$ cat src/rtl/ls_unit.sv
// Load/store sequencer: latches one LDR/STR, runs a ready/valid memory access,
// then drains base and load-data writeback through the single register write port.

module ls_unit_lane #(
  parameter int LANE_W = 2,
  parameter int LANE   = 0
) (
  input  logic              byte_i,
  input  logic [LANE_W-1:0] sel_i,
  input  logic [7:0]        wbyte_i,
  input  logic [7:0]        wword_i,
  input  logic [7:0]        rbyte_i,
  output logic              be_o,
  output logic [7:0]        wdata_o,
  output logic [7:0]        rsel_o
);
  logic hit;
  assign hit     = (sel_i == LANE_W'(LANE));
  assign be_o    = !byte_i || hit;
  assign wdata_o = byte_i ? wbyte_i : wword_i;
  assign rsel_o  = hit ? rbyte_i : 8'h00;
endmodule

module ls_unit #(
  parameter int DATA_W    = 32,
  parameter int OFFSET_W  = 12,
  parameter int REG_IDX_W = 4,
  parameter int BE_W      = DATA_W/8
) (
  input  logic                 clk_i,
  input  logic                 rst_n_i,
  input  logic                 req_valid_i,
  output logic                 req_ready_o,
  input  logic                 req_is_store_i,
  input  logic                 req_byte_i,
  input  logic                 req_add_i,
  input  logic                 req_pre_i,
  input  logic                 req_wb_i,
  input  logic [DATA_W-1:0]    req_base_i,
  input  logic [OFFSET_W-1:0]  req_offset_i,
  input  logic [REG_IDX_W-1:0] req_rt_i,
  input  logic [REG_IDX_W-1:0] req_rn_i,
  input  logic [DATA_W-1:0]    req_wdata_i,
  output logic                 mem_req_valid_o,
  input  logic                 mem_req_ready_i,
  output logic                 mem_we_o,
  output logic [DATA_W-1:0]    mem_addr_o,
  output logic [BE_W-1:0]      mem_be_o,
  output logic [DATA_W-1:0]    mem_wdata_o,
  input  logic                 mem_rsp_valid_i,
  input  logic [DATA_W-1:0]    mem_rdata_i,
  output logic                 reg_write_en_o,
  output logic [REG_IDX_W-1:0] reg_write_idx_o,
  output logic [DATA_W-1:0]    reg_write_value_o,
  output logic                 align_err_o
);
  localparam int LANE_W = $clog2(BE_W);

  typedef enum logic [2:0] {S_IDLE, S_REQ, S_WAIT, S_WB_BASE, S_WB_DATA} state_e;

  typedef struct packed {
    logic                 is_store;
    logic                 is_byte;
    logic                 add;
    logic                 pre;
    logic                 wb;
    logic [DATA_W-1:0]    base;
    logic [OFFSET_W-1:0]  offset;
    logic [REG_IDX_W-1:0] rt;
    logic [REG_IDX_W-1:0] rn;
    logic [DATA_W-1:0]    wdata;
  } req_t;

  function automatic logic [DATA_W-1:0] f_eff(input logic add,
                                               input logic [DATA_W-1:0] base,
                                               input logic [OFFSET_W-1:0] off);
    return add ? base + DATA_W'(off) : base - DATA_W'(off);
  endfunction

  state_e            state_q, state_d;
  req_t              req_q, req_d;
  logic [DATA_W-1:0] rdata_q, rdata_d;
  logic              align_q, align_d;

  logic [DATA_W-1:0] eff, acc, acc_in;
  logic [LANE_W-1:0] lane;
  logic              wbk;

  assign eff    = f_eff(req_q.add, req_q.base, req_q.offset);
  assign acc    = req_q.pre ? eff : req_q.base;
  assign lane   = acc[LANE_W-1:0];
  assign wbk    = !req_q.pre || req_q.wb;
  // Alignment is judged on the incoming request so the pulse lands on the first REQ cycle.
  assign acc_in = req_pre_i ? f_eff(req_add_i, req_base_i, req_offset_i) : req_base_i;

  logic [BE_W-1:0]        be;
  logic [BE_W-1:0][7:0]   wlane, rsel;
  logic [7:0]             rbyte;

  for (genvar g = 0; g < BE_W; g++) begin : g_lane
    ls_unit_lane #(.LANE_W(LANE_W), .LANE(g)) u_lane (
      .byte_i  (req_q.is_byte),
      .sel_i   (lane),
      .wbyte_i (req_q.wdata[7:0]),
      .wword_i (req_q.wdata[8*g +: 8]),
      .rbyte_i (mem_rdata_i[8*g +: 8]),
      .be_o    (be[g]),
      .wdata_o (wlane[g]),
      .rsel_o  (rsel[g])
    );
  end

  always_comb begin
    rbyte = 8'h00;
    for (int i = 0; i < BE_W; i++) rbyte |= rsel[i];
  end

  always_ff @(posedge clk_i or negedge rst_n_i) begin
    if (!rst_n_i) begin
      state_q <= S_IDLE;
      req_q   <= '0;
      rdata_q <= '0;
      align_q <= 1'b0;
    end else begin
      state_q <= state_d;
      req_q   <= req_d;
      rdata_q <= rdata_d;
      align_q <= align_d;
    end
  end

  always_comb begin
    state_d = state_q;
    req_d   = req_q;
    rdata_d = rdata_q;
    align_d = 1'b0;
    unique case (state_q)
      S_IDLE: if (req_valid_i) begin
        req_d.is_store = req_is_store_i;
        req_d.is_byte  = req_byte_i;
        req_d.add      = req_add_i;
        req_d.pre      = req_pre_i;
        req_d.wb       = req_wb_i;
        req_d.base     = req_base_i;
        req_d.offset   = req_offset_i;
        req_d.rt       = req_rt_i;
        req_d.rn       = req_rn_i;
        req_d.wdata    = req_wdata_i;
        align_d        = !req_byte_i && (acc_in[LANE_W-1:0] != '0);
        state_d        = S_REQ;
      end
      S_REQ: if (mem_req_ready_i) begin
        if (req_q.is_store) state_d = wbk ? S_WB_BASE : S_IDLE;
        else                state_d = S_WAIT;
      end
      S_WAIT: if (mem_rsp_valid_i) begin
        rdata_d = req_q.is_byte ? DATA_W'(rbyte) : mem_rdata_i;
        state_d = wbk ? S_WB_BASE : S_WB_DATA;
      end
      S_WB_BASE: state_d = req_q.is_store ? S_IDLE : S_WB_DATA;
      S_WB_DATA: state_d = S_IDLE;
      default:   state_d = S_IDLE;
    endcase
  end

  logic in_req;
  assign in_req = (state_q == S_REQ);

  assign req_ready_o     = (state_q == S_IDLE);
  assign mem_req_valid_o = in_req;
  assign mem_we_o        = in_req && req_q.is_store;
  assign mem_addr_o      = !in_req ? '0
                         : req_q.is_byte ? acc : {acc[DATA_W-1:LANE_W], {LANE_W{1'b0}}};
  assign mem_be_o        = in_req ? be : '0;
  assign mem_wdata_o     = in_req ? wlane : '0;
  assign align_err_o     = align_q;

  always_comb begin
    reg_write_en_o    = 1'b0;
    reg_write_idx_o   = '0;
    reg_write_value_o = '0;
    if (state_q == S_WB_BASE) begin
      reg_write_en_o    = 1'b1;
      reg_write_idx_o   = req_q.rn;
      reg_write_value_o = eff;
    end else if (state_q == S_WB_DATA) begin
      reg_write_en_o    = 1'b1;
      reg_write_idx_o   = req_q.rt;
      reg_write_value_o = rdata_q;
    end
  end
endmodule
$ cat config.mk
export PLATFORM = sky130hd
export DESIGN_NAME = ls_unit
export DESIGN_NICKNAME = d
export VERILOG_FILES = /design/src/rtl/ls_unit.sv
export SDC_FILE = /design/constraint.sdc
export NUM_CORES = 1
export LEC_CHECK = 0
export ABC_CLOCK_PERIOD_IN_PS = 5200
export BUFFER_PORTS_ARGS = -buffer_cell sky130_fd_sc_hd__buf_2
export CELL_PAD_IN_SITES_DETAIL_PLACEMENT = 0
export CELL_PAD_IN_SITES_GLOBAL_PLACEMENT = 1
export CORE_MARGIN = 2
export CORE_UTILIZATION = 40
export CTS_CLUSTER_SIZE = 8
export DETAILED_ROUTE_END_ITERATION = 16
export PLACE_DENSITY_LB_ADDON = 0.08
export REMOVE_ABC_BUFFERS = 1
export SLEW_MARGIN = 20
export SYNTH_ARGS = -nofsm -noshare
export SYNTH_HDL_FRONTEND = slang
export SYNTH_SLANG_ARGS = --single-unit
$ cat constraint.sdc
create_clock -name clk_i -period 5.2 [get_ports clk_i]
set_input_delay 1.04 -clock clk_i [delete_from_list [all_inputs] [get_ports clk_i]]
set_output_delay 1.04 -clock clk_i [all_outputs]
set_load 0.05 [all_outputs]
### Yosys cells after proc, flatten, opt, wreduce, memory -nomap -nowiden

Index checks and enable logic that the tools add are counted.

| operators by class | value |
|---|---|
| add/subtract/negate cells | 4 |
| multipliers | 0 |
| div/mod/pow operators | 0 |
| $lt $le $gt $ge | 0 |
| equal/unequal tests | 10 |
| shift operators | 0 |
| multiplexer cells | 32 |
| bitwise gates (word level) | 3 |
| reductions and logical operators | 16 |

Operator list:

| kind | count |
|---|---|
| $mux 32 | 7 |
| $mux 8 | 7 |
| $add 32x12->32 | 1 |
| $sub 32x12->32 | 1 |
| $or 8x8->8 | 3 |
| $mux 3 | 5 |
| $mux 4 | 3 |
| $pmux 3 s4 | 1 |
| $mux 2 | 5 |
| $eq 3x2->1 const B | 2 |
| $ne 2x2->1 const B | 3 |
| $logic_or 1x1->1 | 5 |
| $eq 2x2->1 const B | 2 |
| $mux 1 | 4 |
| $reduce_and 2->1 | 2 |
| $eq 3x1->1 const B | 1 |
| $eq 3x3->1 const B | 1 |
| $logic_not 1->1 | 3 |
| $logic_not 3->1 | 1 |
| $reduce_and 3->1 | 1 |
| $add 2x2->2 | 1 |
| $eq 2x1->1 const B | 1 |
| $logic_and 1x1->1 | 2 |
| $logic_not 2->1 | 1 |
| other kinds (2) | 2 |

| word-level totals | value |
|---|---|
| bits in registers | 125 |
| latch bits | 0 |
| bits in writable memories | 0 |
| memory bits (read-only) | 0 |
| input port bits | 126 |
| memories kept | 0 |

### Depth between registers and ports, before layout

Gate-level depths: netlist of run 1.

| depth | value |
|---|---|
| depth in word-level cells | 9 |
| depth in mapped cells | 16 |
| gate-level depth less buffers | 16 |

### Modules after synthesis

From an unflattened synthesis of run 1, not the netlist that was laid out.

| unflattened totals | value |
|---|---|
| cells, all modules | 968 |
| area total of the unflattened synthesis | 9177.6 sq um |

By module, submodules not included:

| module | instances | cells an instance | area an instance (sq um) |
|---|---|---|---|
| ls_unit | 1 | 892 | 8386.8 |
| ls_unit_lane (g_lane[1].u_lane ...) | 2 | 19 | 196.4 |
| ls_unit_lane (g_lane[0].u_lane) | 1 | 20 | 206.4 |
| ls_unit_lane (g_lane[3].u_lane) | 1 | 18 | 191.4 |

### Least setup slack after synthesis of run 1

Ideal clock, no wire load.

| path | value |
|---|---|
| path type | reg2out |
| start point | register req_q[44] (netlist bit) |
| end point | output port mem_addr_o[31] |
| arrival time | 4.453 ns |
| path slack | -0.293 ns |
| cell stages (with the launch flop) | 15 |
| path buffers | 0 |
| cell sequence | dfrtp_1 or3_1 nor3_1 a21oi_1 xor2_1 ha_1 and4_1 a21o_1 a311o_4 nand4b_4 a21oi_2 o211a_4 or3_4 a31oi_1 mux2i_1 |

| between the ends | value |
|---|---|
| word-level cells in the longest chain between the ends | 4 |

Ends and longest elaborated chain:

| element | line | text |
|---|---|---|
| from (decl) | 81 | `req_t req_q, req_d;` |
| from (signal assigned) | 126 | `req_q <= req_d;` |
| $sub 32x12->32 or $add 32x12->32 (tied branches) | 77 | `return add ? base + DATA_W'(off) : base - DATA_W'(off);` |
| $mux 32 * | 77 |  |
| $mux 32 * | 90 | `assign acc = req_q.pre ? eff : req_q.base;` |
| $mux 32 * | 172 | `assign mem_addr_o = !in_req ? '0` |
| to (decl) | 47 | `output logic [DATA_W-1:0] mem_addr_o,` |

Mark *: on every way between the ends. The rest lies on a longest branch, timed or not.

### Worst setup path after layout of run 1

Same ends and word-level chain as after synthesis.

==> results list, run 1 <==
- The run finished, with violations left.
- The checks that failed: setup timing.
- Sum of overflow across all layers after global routing: 0
- Final Routed Wirelength: about 29,000 um
* Endpoint class of the critical path: primary output
- For the worst setup path, the data required time is 4.16 ns.
- The detail route stage leaves a number of antenna-violating nets equal to 0.
* Number of vias after detailed routing: slightly below 8,000
* RSZ-0062 raised after global routing: true
- The die is 149.7 um wide.
- Buffers placed on the I/O ports in this run total 234.
- A synthesized cell averages between 9 and 10 um^2.
- During synthesis, Yosys emitted a total of 0 warnings.
- Setup violations remaining at the end of the flow were counted as 7.
- At the end of routability-driven placement, the weighted congestion stood at 0.9235.
- In this run the core area contains 53 standard-cell rows.
* Post-route fraction of the period consumed by the critical path: 103.8%
* Root Driver: sky130_fd_sc_hd__clkbuf_16
- Maximum root-to-sink buffer count: 2
* Number of flip-flops and latches in the synthesized netlist: 125
- Relative max-transition margin: around 34%
- For the worst-skew pair, the clock arrives at the later sink with an insertion delay of 0.44 ns.
- Via count of the first global-routing pass: 7,882
- The min-delay analysis places its worst path in the category reg2reg.
- In this design, the largest share of critical-path delay is due to simple AND/OR/NAND/NOR gates.
- Worst-case setup margin in the final layout: -0.1964 ns
- After floorplanning, the core was sized to cover 20,960 um^2.
* Die Area: 22,400 um^2
* Synth unique cells: between 60 and 70
- The highest layer touched by signal routing is met5.
- Entering global routing, the biggest net connects 74 pins.
- In the final routed layout, each cell accounts on average for between 15 and 20 um.
- The die is 149.7 um tall.
* Synthesized instance count: 933
* Fin nets: 1,335
- Detail Route met2 WL: 14,200 um
- CP Launch Point: req_q[44]$_DFFE_PN0P_
- Initial antenna violation count: 5
* Post-Syn Area: 8488 um^2
- The critical path contains buffers and inverters numbering 2 combined.
- In this run, synthesis inferred 0 flip-flops with an integrated enable.
- Of the synthesized area, sequential elements account for 36.85%.
- After synthesis, the share of flip-flops with an asynchronous set or reset is 100.0%.
- For this block, wires on met1 add up to between 10,000 and 15,000 um.
- Via-to-Cell Ratio: 5.367
* Post-route standard cell area excluding fillers: approximately 11,000 um^2
- Critical path class: reg2out
- In this run the critical register-to-register path is launched from req_q[40]$_DFFE_PN0P_.
- Clock transition time at the flip-flop clock pins of the worst setup and hold paths: 0.07 ns
* Initial Util: 40.51%
* Max-slew violation count: 0
* Share of final-layout standard cells stronger than drive strength 1: between 40% and 50%
- Transition at the pin with the smallest max-transition slack: 0.9962 ns
- The most used flip-flop cell after synthesis is sky130_fd_sc_hd__dfrtp_1.
* Clock tree from TritonCTS: done
- Cell area reported after detailed placement: between 10,000 and 15,000 um^2
- On the worst path, the slowest cell contributes a delay of around 0.42 ns.
* Overall Global Routing Usage: 25.70%
- Of all nets on the critical path, the largest fanout is 4.
- Fill cells: 2,008
- Summed over all nets, wire length on met3 after detailed routing comes to 1710 um.
- Area added between synthesis and finish: 34.85%
* DPL Wire Length: 20,700 um
* DRC marker count from the first detailed-route iteration: around 380
- Final Hold Viols: 0
- Derived from the worst setup path, the maximum achievable clock frequency is ~190 MHz.
- In the routed design, unresolved DRC markers number 0.
- The critical path goes through or3_4 > nor3b_4 > buf_4 > nor2_4 > xnor2_2 > ha_1 > and4_1 > and2_4 > a311o_4 > nand4b_4 > a21oi_4 > o211a_4 > or3_4 > a31oi_4 > mux2i_1 > buf_4.
* Drt first pass iters: 5
- Counting I/O delays and the setup requirement, the final critical path takes roughly 5.4 ns.
- Beginning of the worst hold path: rdata_q[14]$_DFFE_PN0P_
- Worst Setup Start Kind: flop
- Number of buffers created by CTS: 17
- 235 I/O pins were placed.
- The first global-routing pass estimated 43,840 um of wire.
* Number of buffers inserted by hold repair at cts: 0
- Number of H-tree branching levels: 4
- Between clock sinks in the finished design, the worst skew comes to 0.01113 ns.
* TritonCTS Sinks: 125
- For the worst setup path, the data arrival time is 4.36 ns.
- Crit-path slowest cell: sky130_fd_sc_hd__or3_4
* Max-cap check violation count: 0
## through the flow
stage	TNS (ns)	setup slack [ns]	util (%)	instances	hold WS, ns
after CTS	-0.5586	-0.1625	51.92	1450	0.4858
after floorplan	-0.9093	-0.3013	-	873	0.4497
after global placement	0	0.09958	48.01	1414	0.4612
after detailed placement	0	0.04755	48.01	1414	0.4703
final	-0.7318	-0.1964	54.62	1464	0.4804
after global routing	-2.988	-0.3603	54.59	1461	0.5010
## worst register-to-register path: cells and delay by family, from the launching register on
family	cells	cell delay, ns
adder cells (fa/ha/maj)	2	0.75
buffers and inverters	2	0.16
AO/OA/AOI/OAI	3	0.82
AND/OR/NAND/NOR	2	0.36
flip-flops	1	0.38
multiplexers	1	0.28
## area by class of cell
type                       instances  area [um^2]  area share [%]
antenna                            3        7.507         0.06559
clock buffer                      17        425.4           3.717
clock inverter                    15        221.5           1.935
inverter                          21        78.83          0.6887
multi-input combinational        727         5474           47.82
sequential                       125         3131           27.35
tap                              275        344.1           3.006
timing repair buffer             281         1764           15.41
## layer usage
| layer | up-vias | track usage (%) |
|---|---|---|
| met3 | 43 | 6.951 |
| li1 | 3802 | - |
| met2 | 225 | 43.35 |
| met4 | 6 | 7.453 |
| met5 | - | 0 |
| met1 | 3781 | 32.35 |
## synthesized netlist by cell type, types with 9 or more instances
master	number	area share, %
sky130_fd_sc_hd__nand2b_1	56	4.1
sky130_fd_sc_hd__nand2_1	94	4.2
sky130_fd_sc_hd__nor3_1	12	0.71
sky130_fd_sc_hd__a22o_1	25	2.6
sky130_fd_sc_hd__a21o_1	12	1.1
sky130_fd_sc_hd__o21ai_0	60	3.5
sky130_fd_sc_hd__inv_1	21	0.93
sky130_fd_sc_hd__dfrtp_1	125	37
sky130_fd_sc_hd__mux2i_1	30	3.5
sky130_fd_sc_hd__clkbuf_1	52	2.3
sky130_fd_sc_hd__xor2_1	17	1.8
sky130_fd_sc_hd__mux2_2	85	11
sky130_fd_sc_hd__a21oi_1	79	4.7
sky130_fd_sc_hd__and2_1	13	0.96
sky130_fd_sc_hd__nor2_1	59	2.6
sky130_fd_sc_hd__nand3_1	22	1.3
sky130_fd_sc_hd__a22oi_1	9	0.80
sky130_fd_sc_hd__xnor2_1	17	1.8
sky130_fd_sc_hd__ha_1	35	5.2
## logic make-up after synthesis
| group | share of synthesized area (%) |
|---|---|
| multiplexers | 14.81 |
| AND/OR/NAND/NOR | 17.44 |
| buffers and inverters | 3.597 |
| adder cells (fa/ha/maj) | 5.395 |
| XOR/XNOR | 3.508 |
| AO/OA/AOI/OAI | 18.40 |
| flip-flops | 36.85 |
## sequential cells by signal (all words and copies together) (netlist names)
signal,cells
req_q,89
rdata_q,32
state_q,3
align_err_o,1
## path summary, 6_finish.rpt
kind	endpoint	slack [ns]	depth (start not counted)
min in group asynchronous	req_q[65]$_DFFE_PN0P_	0.63	1
hold / removal	rdata_q[14]$_DFFE_PN0P_	0.48	2
setup reg to reg	rdata_q[4]$_DFFE_PN0P_	2.33	10
hold reg to reg	rdata_q[14]$_DFFE_PN0P_	0.48	2
max in group asynchronous	req_q[85]$_DFFE_PN0P_	3.77	2
setup / recovery	mem_addr_o[31]	-0.20	16
## cells in the final DEF (no fill, tap or decap), types with 5 or more instances in the layout
master and instances:
sky130_fd_sc_hd__buf_2 201, sky130_fd_sc_hd__dfrtp_1 123, sky130_fd_sc_hd__nand2_1 90, sky130_fd_sc_hd__mux2_2 84, sky130_fd_sc_hd__a21oi_1 66, sky130_fd_sc_hd__o21ai_0 57
sky130_fd_sc_hd__nor2_1 55, sky130_fd_sc_hd__nand2b_1 55, sky130_fd_sc_hd__buf_4 44, sky130_fd_sc_hd__mux2i_1 29, sky130_fd_sc_hd__ha_1 29, sky130_fd_sc_hd__buf_6 26
sky130_fd_sc_hd__a22o_1 25, sky130_fd_sc_hd__inv_1 21, sky130_fd_sc_hd__nand3_1 18, sky130_fd_sc_hd__clkbuf_16 17, sky130_fd_sc_hd__xor2_1 15, sky130_fd_sc_hd__xnor2_1 14
sky130_fd_sc_hd__a21oi_2 12, sky130_fd_sc_hd__a21o_1 12, sky130_fd_sc_hd__nor3_1 10, sky130_fd_sc_hd__and2_1 9, sky130_fd_sc_hd__a22oi_1 9, sky130_fd_sc_hd__o21bai_1 8
sky130_fd_sc_hd__nand4_1 8, sky130_fd_sc_hd__o21a_1 7, sky130_fd_sc_hd__inv_8 7, sky130_fd_sc_hd__o21ai_1 6, sky130_fd_sc_hd__nor2b_1 5
## timing repair
| action | 4_1_cts | 5_1_grt |
|---|---|---|
| pin swaps | 5 | 28 |
| resized for setup | 37 | 124 |
| setup buffers | 4 | 12 |
| endpoints found under the setup margin | 20 | 35 |
Power of run 1 is not shown: default switching activity piles up to over one toggle a cycle in this logic, so the estimate is an artifact.
==> run 2, diff against run 1 <==
- SETUP_SLACK_MARGIN: not set -> 0.15
==> run 2 against run 1 <==
Compared with the run above: the flow still finishes with violations (setup timing); clock skew is essentially flat; register-to-register slack about the same; count of clock-buffer cells in the layout unchanged; global-route usage up 0.16 points; largest cell class unchanged; worst hold slack better by 0.0012 ns; non-clock buffer count up 2; cell count is 0.14% higher; critical endpoint is now reg_write_value_o[31]; maximum frequency grew 0.28%; critical path depth did not move; cell area grew 1.3%.
==> results list, run 2 (same netlist as run 1, synthesis figures left out) <==
* Status: complete, but fails checks
- The final reports fail on setup timing.
- Fin nets: 1,337 (+0.15%)
* Max-cap check violation count: 0 (unchanged)
- Quantity of I/O buffers inserted on ports: 234 (unchanged)
* Type of the most critical hold path: reg2reg
- DPL Wire Length: 20,700 um (unchanged)
- The period utilization is 103.5% (-0.29 points).
- The number of flip-flops under the largest register name came to 89 (unchanged).
- Most used cells in the layout excluding fill and tap cells: sky130_fd_sc_hd__buf_2, sky130_fd_sc_hd__dfrtp_1, sky130_fd_sc_hd__nand2_1
* Source-to-sink clock delay at the later pin of the worst-skew pair: 0.43 ns (about the same)
* Root Driver: sky130_fd_sc_hd__clkbuf_16
- The height of the die is 149.7 um (unchanged).
- The number of global-route vias before repair was 7,967 (+1.1%).
- The wire length of the first global-routing pass came to 44,170 um (+0.76%).
- The total of hold buffers inserted after clock tree synthesis was 0 (unchanged).
* CP Max Fanout: 4 (unchanged)
* Initial Util: 40.51% (unchanged)
- The largest individual stage delay along the critical path comes from the cell sky130_fd_sc_hd__or3_4.
- Share of final-layout standard cells stronger than drive strength 1: 40.82% (+0.52 points)
- Number of vias after detailed routing: 7,978 (+1.5%)
- Initial antenna violation count: 5 (unchanged)
* Num ports: 235 (unchanged)
- Endpoints failing setup: 10 (+3)
- Sum of overflow across all layers after global routing: 0 (unchanged)
- Largest net degree at the start of global routing: 74 (unchanged)
* Number of H-tree branching levels: 4 (unchanged)
* RD Place Congestion: 0.9235 (unchanged)
* Drt first pass iters: 5 (unchanged)
- The upper clock frequency limit is 185.8 MHz (+0.28%).
- Die Area: 22,400 um^2 (unchanged)
* Reg with most FFs: req_q
- Counting stages on the worst path, the most repeated cell is sky130_fd_sc_hd__or3_4.
- Worst path max stage delay: 0.42 ns (about the same)
* Clock transition time at the flip-flop clock pins of the worst setup and hold paths: 0.07 ns (about the same)
- Overall Global Routing Usage: 25.87% (+0.16 points)
* Via-to-Cell Ratio: 5.442 (+1.4%)
- Met2 capacity usage during global routing: 43.05% (-0.30 points)
- Number of buffers created by CTS: 17 (unchanged)
- RSZ-0062 raised after global routing: true
- The final hold violation count came to 0 (unchanged).
* Signal arrival time at the worst endpoint: 4.34 ns (-0.02 ns)
- The TritonCTS sink count was 125 (unchanged).
- The placement-stage worst setup slack is 0.04755 ns (unchanged).
* Std cell rows: 53 (unchanged)
* DRC viols: 0 (unchanged)
- Worst-case setup margin in the final layout: -0.1813 ns (+0.01512 ns)
* Endpoint class of the critical path: primary output
- The max-slew violation count came to 0 (unchanged).
- The width of the die came to 149.7 um (unchanged).
* Crit path cell chain: or3_4 > nor3b_4 > buf_4 > a21oi_2 > xor2_1 > ha_1 > and4_1 > a21o_1 > a311o_4 > nand4b_4 > a21oi_4 > o211a_4 > or3_4 > a311o_1 > nand3_1 > buf_6
- The routed wire length per instance was 19.84 um (+0.67%).
* Worst clock skew on the final layout: 0.01154 ns (+0.0004190 ns)
- TritonCTS built the clock tree.
- Global routing usage on met1: 32.43% (+0.083 points)
* Most common library cell in the layout ignoring fill and taps: sky130_fd_sc_hd__buf_2
- The layer flagged by global routing as most heavily used is met2.
- Core Area: 20,960 um^2 (unchanged)
- The number of DRC violations after detailed-routing iteration 0 was 380 (-0.26%).
- The headroom to the max-slew limit is 35.00% (+1.4 points).
- The number of routed nets with antenna violations is 0 (unchanged).
* Required time reported for the critical path endpoint: 4.16 ns (about the same)
- Min Clock Period, post-route: 5.381 ns (-0.01512 ns)
* Largest registers in the final layout: req_q x89, rdata_q x32, state_q x3
* Final Routed Wirelength: 29,090 um (+0.80%)
- Worst Setup Start Kind: flop
* Grt met3 use: 7.104% (+0.15 points)
* Critical path class: reg2out
- Transition at the pin with the smallest max-transition slack: 0.9750 ns (-0.02119 ns)
* Area added between synthesis and finish: 36.62%
* Core occupancy in the finished layout: 55.34% (+0.72 points)
* Maximum root-to-sink buffer count: 2 (unchanged)
==> run 2: cell types whose count changed in the layout (fill, tap and decap cells not counted), sizes merged <==
| cell | previous run | this run |
|---|---|---|
| buf | 277 | 280 |
| clkbuf | 21 | 20 |
==> run 2: area by class of cell <==
cell class                      count  area [um^2]
Inverter                           21        78.83
Fill cell                        1981         9359
Clock inverter                     15        221.5
Sequential cell                   125         3131
Multi-Input combinational cell    727         5547
Clock buffer                       17        425.4
Antenna cell                        3        7.507
Timing Repair Buffer              283         1842
Tap cell                          275        344.1
==> run 2: per-layer routing <==
layer	share of wire, %	routed length (um)	vias to the layer above
li1	-	-	3810
met1	43	12410	3863
met3	6.2	1815	50
met2	48	14020	249
met5	0.11	32	-
met4	2.8	817	6
==> run 2: final timing paths <==
check	from	to	slack (ns)	depth (start not counted)
worst max-delay path	req_q[44]$_DFFE_PN0P_	reg_write_value_o[31]	-0.18	16
worst min-delay path	rdata_q[14]$_DFFE_PN0P_	rdata_q[14]$_DFFE_PN0P_	0.48	2
worst max register to register	req_q[40]$_DFFE_PN0P_	rdata_q[4]$_DFFE_PN0P_	2.34	10
worst min register to register	rdata_q[14]$_DFFE_PN0P_	rdata_q[14]$_DFFE_PN0P_	0.48	2
max in group asynchronous	rst_n_i	req_q[85]$_DFFE_PN0P_	3.77	2
min in group asynchronous	rst_n_i	req_q[65]$_DFFE_PN0P_	0.63	1
==> run 2: timing repair <==
item | 4_1_cts | 5_1_grt
endpoints found under the setup margin | 34 | 42
pin swaps | 14 | 33
buffers inserted | 7 | 10
endpoints found under the hold margin | 0 | 0
gates resized for setup | 80 | 102
==> run 2: worst max-delay path: cells and delay by family, from the launching register on <==
family          cells  cell delay (ns)
compound gates      6             1.24
xor+xnor            1             0.15
fa+ha+maj           1             0.30
buf+inv             2             0.33
flops               1             0.38
simple gates        6             1.48
==> run 2: metrics by stage <==
step | setup TNS [ns] | hold slack, ns | area [um^2] | instances
6_report | -0.7832 | 0.4817 | 11600 | 1466
5_1_grt | -3.722 | 0.5010 | 11590 | 1463
4_1_cts | -0.5290 | 0.4858 | 11080 | 1453
3_5_place_dp | 0 | 0.4703 | 10060 | 1414
3_3_place_gp | 0 | 0.4612 | 10060 | 1414
2_1_floorplan | -0.9093 | 0.4497 | 8262 | 873
Power of run 2 is left out for the same reason.
==> run 3, diff against run 2 <==
- ABC_CLOCK_PERIOD_IN_PS: 5200 -> 5300
- CORE_UTILIZATION: 40 -> 41
- SYNTH_HIERARCHICAL: not set -> 1
- clock period: 5.2 -> 5.3 ns (I/O delays scaled with it)
==> run 3 against run 2 <==
Compared with the run above: largest cell class unchanged; synthesized area increased by 8.1%; die area increased by 5.3%; cell count increased by 3.4%; first-iteration DRC count decreased by 11%; wire length is 1.0% higher; cell area increased by 4.2%; count of clock-buffer cells in the layout up 1; global-route usage fell by 1.3 points; synthesized cell count up 3.8%; worst setup slack improved by 0.13 ns; critical path depth fell by 1; the run still ends with setup timing left.
==> results list, run 3 <==
- Worst clock skew on the final layout: 0.01696 ns (+0.005415 ns)
- The I/O pin total came to 235 (unchanged).
- RD Place Congestion: 0.8784 (-4.9%)
- Most used cells in the layout excluding fill and tap cells: sky130_fd_sc_hd__buf_2, sky130_fd_sc_hd__dfrtp_1, sky130_fd_sc_hd__mux2_2
- TritonCTS built the clock tree.
* Source-to-sink clock delay at the later pin of the worst-skew pair: 0.43 ns (about the same)
* Count leader, synth: sky130_fd_sc_hd__dfrtp_1
* Most common flop cell mapped by yosys: sky130_fd_sc_hd__dfrtp_1
- The number of global-route vias before repair was 8,138 (+2.1%).
* Core Area: 21,890 um^2 (+4.5%)
- Share of the yosys chip area belonging to registers: 34.08% (-2.8 points)
* RSZ-0062 raised after global routing: true
* Cell area reported after detailed placement: 10,620 um^2 (+5.6%)
- The final routed DRC violation total came to 0 (unchanged).
* Maximum frequency from static timing analysis: 186.8 MHz
- The minimum setup slack in the final design is -0.05379 ns (+0.1275 ns).
- Overall Global Routing Usage: 24.52% (-1.3 points)
* Quantity of I/O buffers inserted on ports: 234 (unchanged)
- Max-cap check violation count: 0 (unchanged)
* Number of H-tree branching levels: 4 (unchanged)
* Post-Syn Area: 9178 um^2 (+8.1%)
- TritonCTS Sinks: 125 (unchanged)
* Most instantiated cells after synthesis: sky130_fd_sc_hd__dfrtp_1, sky130_fd_sc_hd__mux2_2, sky130_fd_sc_hd__nand2_1, sky130_fd_sc_hd__o21ai_0, sky130_fd_sc_hd__and2_1
- Post-Layout Cell Count: 1,516 (+3.4%)
- The number of DRC violations after detailed-routing iteration 0 is 340 (-11%).
- The area of the multi-input gates came to 6171 um^2 (+11%).
- The checks that failed: setup timing.
* First-pass GRT wire length: 45,400 um (+2.8%)
- The number of standard-cell rows in the floorplan is 54 (+1.9%).
- CP Max Fanout: 4 (unchanged)
* Min Clock Period, post-route: 5.354 ns
* Dominant cell type by area after synthesis: sky130_fd_sc_hd__dfrtp_1
- Transition at the pin with the smallest max-transition slack: 0.9473 ns (-0.02770 ns)
- The maximum clock insertion buffer count was 2 (unchanged).
- The data arrival at the endpoint of the critical path is 4.29 ns (-0.05 ns).
* Portion of synthesized cell area occupied by the leading cell type: 34.08% (-2.8 points)
* Share of final-layout standard cells stronger than drive strength 1: 43.17% (+2.3 points)
* Area added between synthesis and finish: 31.70%
* Status: complete, but fails checks
* Cells on Worst Hold Path: 2 (unchanged)
- The number of flip-flops under the largest register name was 89 (unchanged).
* Mean instance size in the synthesized netlist: 9.481 um^2 (+4.2%)
* Most common library cell in the layout ignoring fill and taps: sky130_fd_sc_hd__buf_2
* Cell types with the largest area share after synthesis: sky130_fd_sc_hd__dfrtp_1, sky130_fd_sc_hd__mux2_2, sky130_fd_sc_hd__mux2_4, sky130_fd_sc_hd__ha_1, sky130_fd_sc_hd__and2_1
* Global-route layer with the greatest usage: met2
- Die Area: 23,600 um^2 (+5.3%)
- The yosys synthesis warning count was 6 (+6).
* Grt met3 use: 7.554% (+0.45 points)
- The number of enable flip-flop cells after synthesis is 0 (unchanged).
- The root buffer cell chosen for the clock tree is sky130_fd_sc_hd__clkbuf_16.
- Synthesized instance count: 968 (+3.8%)
- The proportion of register bits with asynchronous set or reset after synthesis was 100.0% (unchanged).
* Register cell area after layout: 3129 um^2 (about the same)
* Sum of overflow across all layers after global routing: 0 (unchanged)
- The detail-routed via count per cell was 5.413 (-0.53%).
- The number of buffers inserted during clock tree synthesis came to 17 (unchanged).
* Relative max-transition margin: 36.85% (+1.8 points)
* Type of the most critical hold path: reg2reg
* Critical path class: reg2out
- The final number of setup-violating endpoints is 3 (-7).
- The total iterations of the first detailed-routing run is 4 (-1).
* Worst Setup Start Kind: flop
- Fill cells: 2,079 (+4.9%)
- Required time reported for the critical path endpoint: 4.24 ns (+0.08 ns)
- STA classifies the critical path endpoint as a primary output.
* Met2 capacity usage during global routing: 39.87% (-3.2 points)
- The largest net degree at the start of global routing came to 99 (+34%).
- Post-DRT Antenna Nets: 0 (unchanged)
- Global routing usage on met1: 31.07% (-1.4 points)
- The final hold violation count was 0 (unchanged).
- The number of cells after detailed placement was 1,445 (+2.2%).
- Number of vias after detailed routing: 8,206 (+2.9%)
- Horizontal extent of the die: 153.6 um (+2.6%)
- Clock transition time at the flip-flop clock pins of the worst setup and hold paths: 0.07 ns (about the same)
* Core occupancy in the finished layout: 55.21% (-0.13 points)
* Die Y: 153.6 um (+2.6%)
* Initial Util: 41.92% (+1.4 points)
- Synth unique cells: 73 (+14%)
* Initial antenna violation count: 8 (+3)
* Path depth of the worst reg2reg path: 13 (+3)
* Final Routed Wirelength: 29,390 um (+1.0%)
- More flip-flops sit in one register than any other, and that register is req_q.
- Dividing the final minimum period by the clock period gives 101.0%.
* Post-route standard cell area excluding fillers: 12,090 um^2 (+4.2%)
- DPL Wire Length: 21,230 um (+2.5%)
* Fin nets: 1,379 (+3.1%)
- The number of storage elements in the synthesis netlist came to 125 (unchanged).
- Max-slew violation count: 0 (unchanged)
* Largest registers in the final layout: req_q x89, rdata_q x32, state_q x3
- The routed wire length per instance was 19.39 um (-2.3%).
[run 3: changes by cell type after synthesis, moves of 8 or more]
cell,delta
sky130_fd_sc_hd__nand2_1,-10
sky130_fd_sc_hd__mux2_4,+32
sky130_fd_sc_hd__nor4_1,+9
sky130_fd_sc_hd__nand2b_1,-23
sky130_fd_sc_hd__buf_2,+8
sky130_fd_sc_hd__nor3b_1,+10
sky130_fd_sc_hd__clkbuf_1,-12
sky130_fd_sc_hd__and2_1,+45
sky130_fd_sc_hd__a21oi_1,-28
sky130_fd_sc_hd__and3_1,+14
[run 3: per-layer routing]
layer	share of wire (%)	wire (um)	vias up
li1	-	-	3966
met1	43	12570	3961
met2	47	13920	234
met3	7.2	2125	41
met4	2.5	745	4
met5	0.085	25	-
[run 3: worst paths after layout]
path	from	to	slack, ns
max reg2reg	req_q[40]$_DFFE_PN0P_	rdata_q[2]$_DFFE_PN0P_	2.25
min in group asynchronous	rst_n_i	req_q[63]$_DFFE_PN0P_	0.75
min	rdata_q[12]$_DFFE_PN0P_	rdata_q[12]$_DFFE_PN0P_	0.48
max in group asynchronous	rst_n_i	rdata_q[29]$_DFFE_PN0P_	3.60
min reg2reg	rdata_q[12]$_DFFE_PN0P_	rdata_q[12]$_DFFE_PN0P_	0.48
max	req_q[43]$_DFFE_PN0P_	mem_addr_o[28]	-0.05
[run 3: cell families (layout without fill, tap and decap cells)]
logic type,count (synthesis),after routing,synth area share (%)
mux,145,145,18.73
flops,125,125,34.08
fa+ha+maj,36,36,4.990
buf+inv,79,341,3.681
simple gates,327,327,18.95
other cells,0,6,0
xor+xnor,37,37,3.681
compound gates,219,219,15.88
[run 3: metrics by stage]
step,TNS [ns],worst slack [ns],hold WS [ns]
3_5_place_dp,0,0.1619,0.4739
5_1_grt,-1.529,-0.1737,0.5105
6_report,-0.1268,-0.05379,0.4846
4_1_cts,-0.03267,-0.02552,0.4870
2_1_floorplan,-0.3989,-0.1954,0.4497
3_3_place_gp,0,0.2697,0.4634
[run 3: timing repair]
item | 4_1_cts | 5_1_grt
endpoints found under the setup margin | 29 | 35
resized for setup | 63 | 101
buffers inserted | 21 | 12
pin swaps | 30 | 33
hold buffers | 0 | 0
[run 3: worst max-delay path, cell delays in order, from the launching register on]
cell and delay [ns]:
sky130_fd_sc_hd__dfrtp_1 0.39, sky130_fd_sc_hd__or3_4 0.42, sky130_fd_sc_hd__nor3b_4 0.24, sky130_fd_sc_hd__nor2b_4 0.20, sky130_fd_sc_hd__ha_4 0.20, sky130_fd_sc_hd__mux2_4 0.30
sky130_fd_sc_hd__ha_4 0.28, sky130_fd_sc_hd__buf_6 0.09, sky130_fd_sc_hd__nand2_2 0.04, sky130_fd_sc_hd__nor4_2 0.24, sky130_fd_sc_hd__o211ai_1 0.28, sky130_fd_sc_hd__a211oi_2 0.39
sky130_fd_sc_hd__o211ai_2 0.18, sky130_fd_sc_hd__mux2i_1 0.15, sky130_fd_sc_hd__a311o_1 0.29, sky130_fd_sc_hd__buf_6 0.16
[run 3: cell type report]
type | count | area share [%]
clock inverter | 14 | 1.128
sequential | 125 | 25.89
multi-input combinational | 764 | 51.06
clock buffer | 18 | 3.551
timing repair buffer | 291 | 14.79
antenna | 6 | 0.1242
inverter | 18 | 0.5590
tap | 280 | 2.899
Power of run 3 is left out for the same reason.
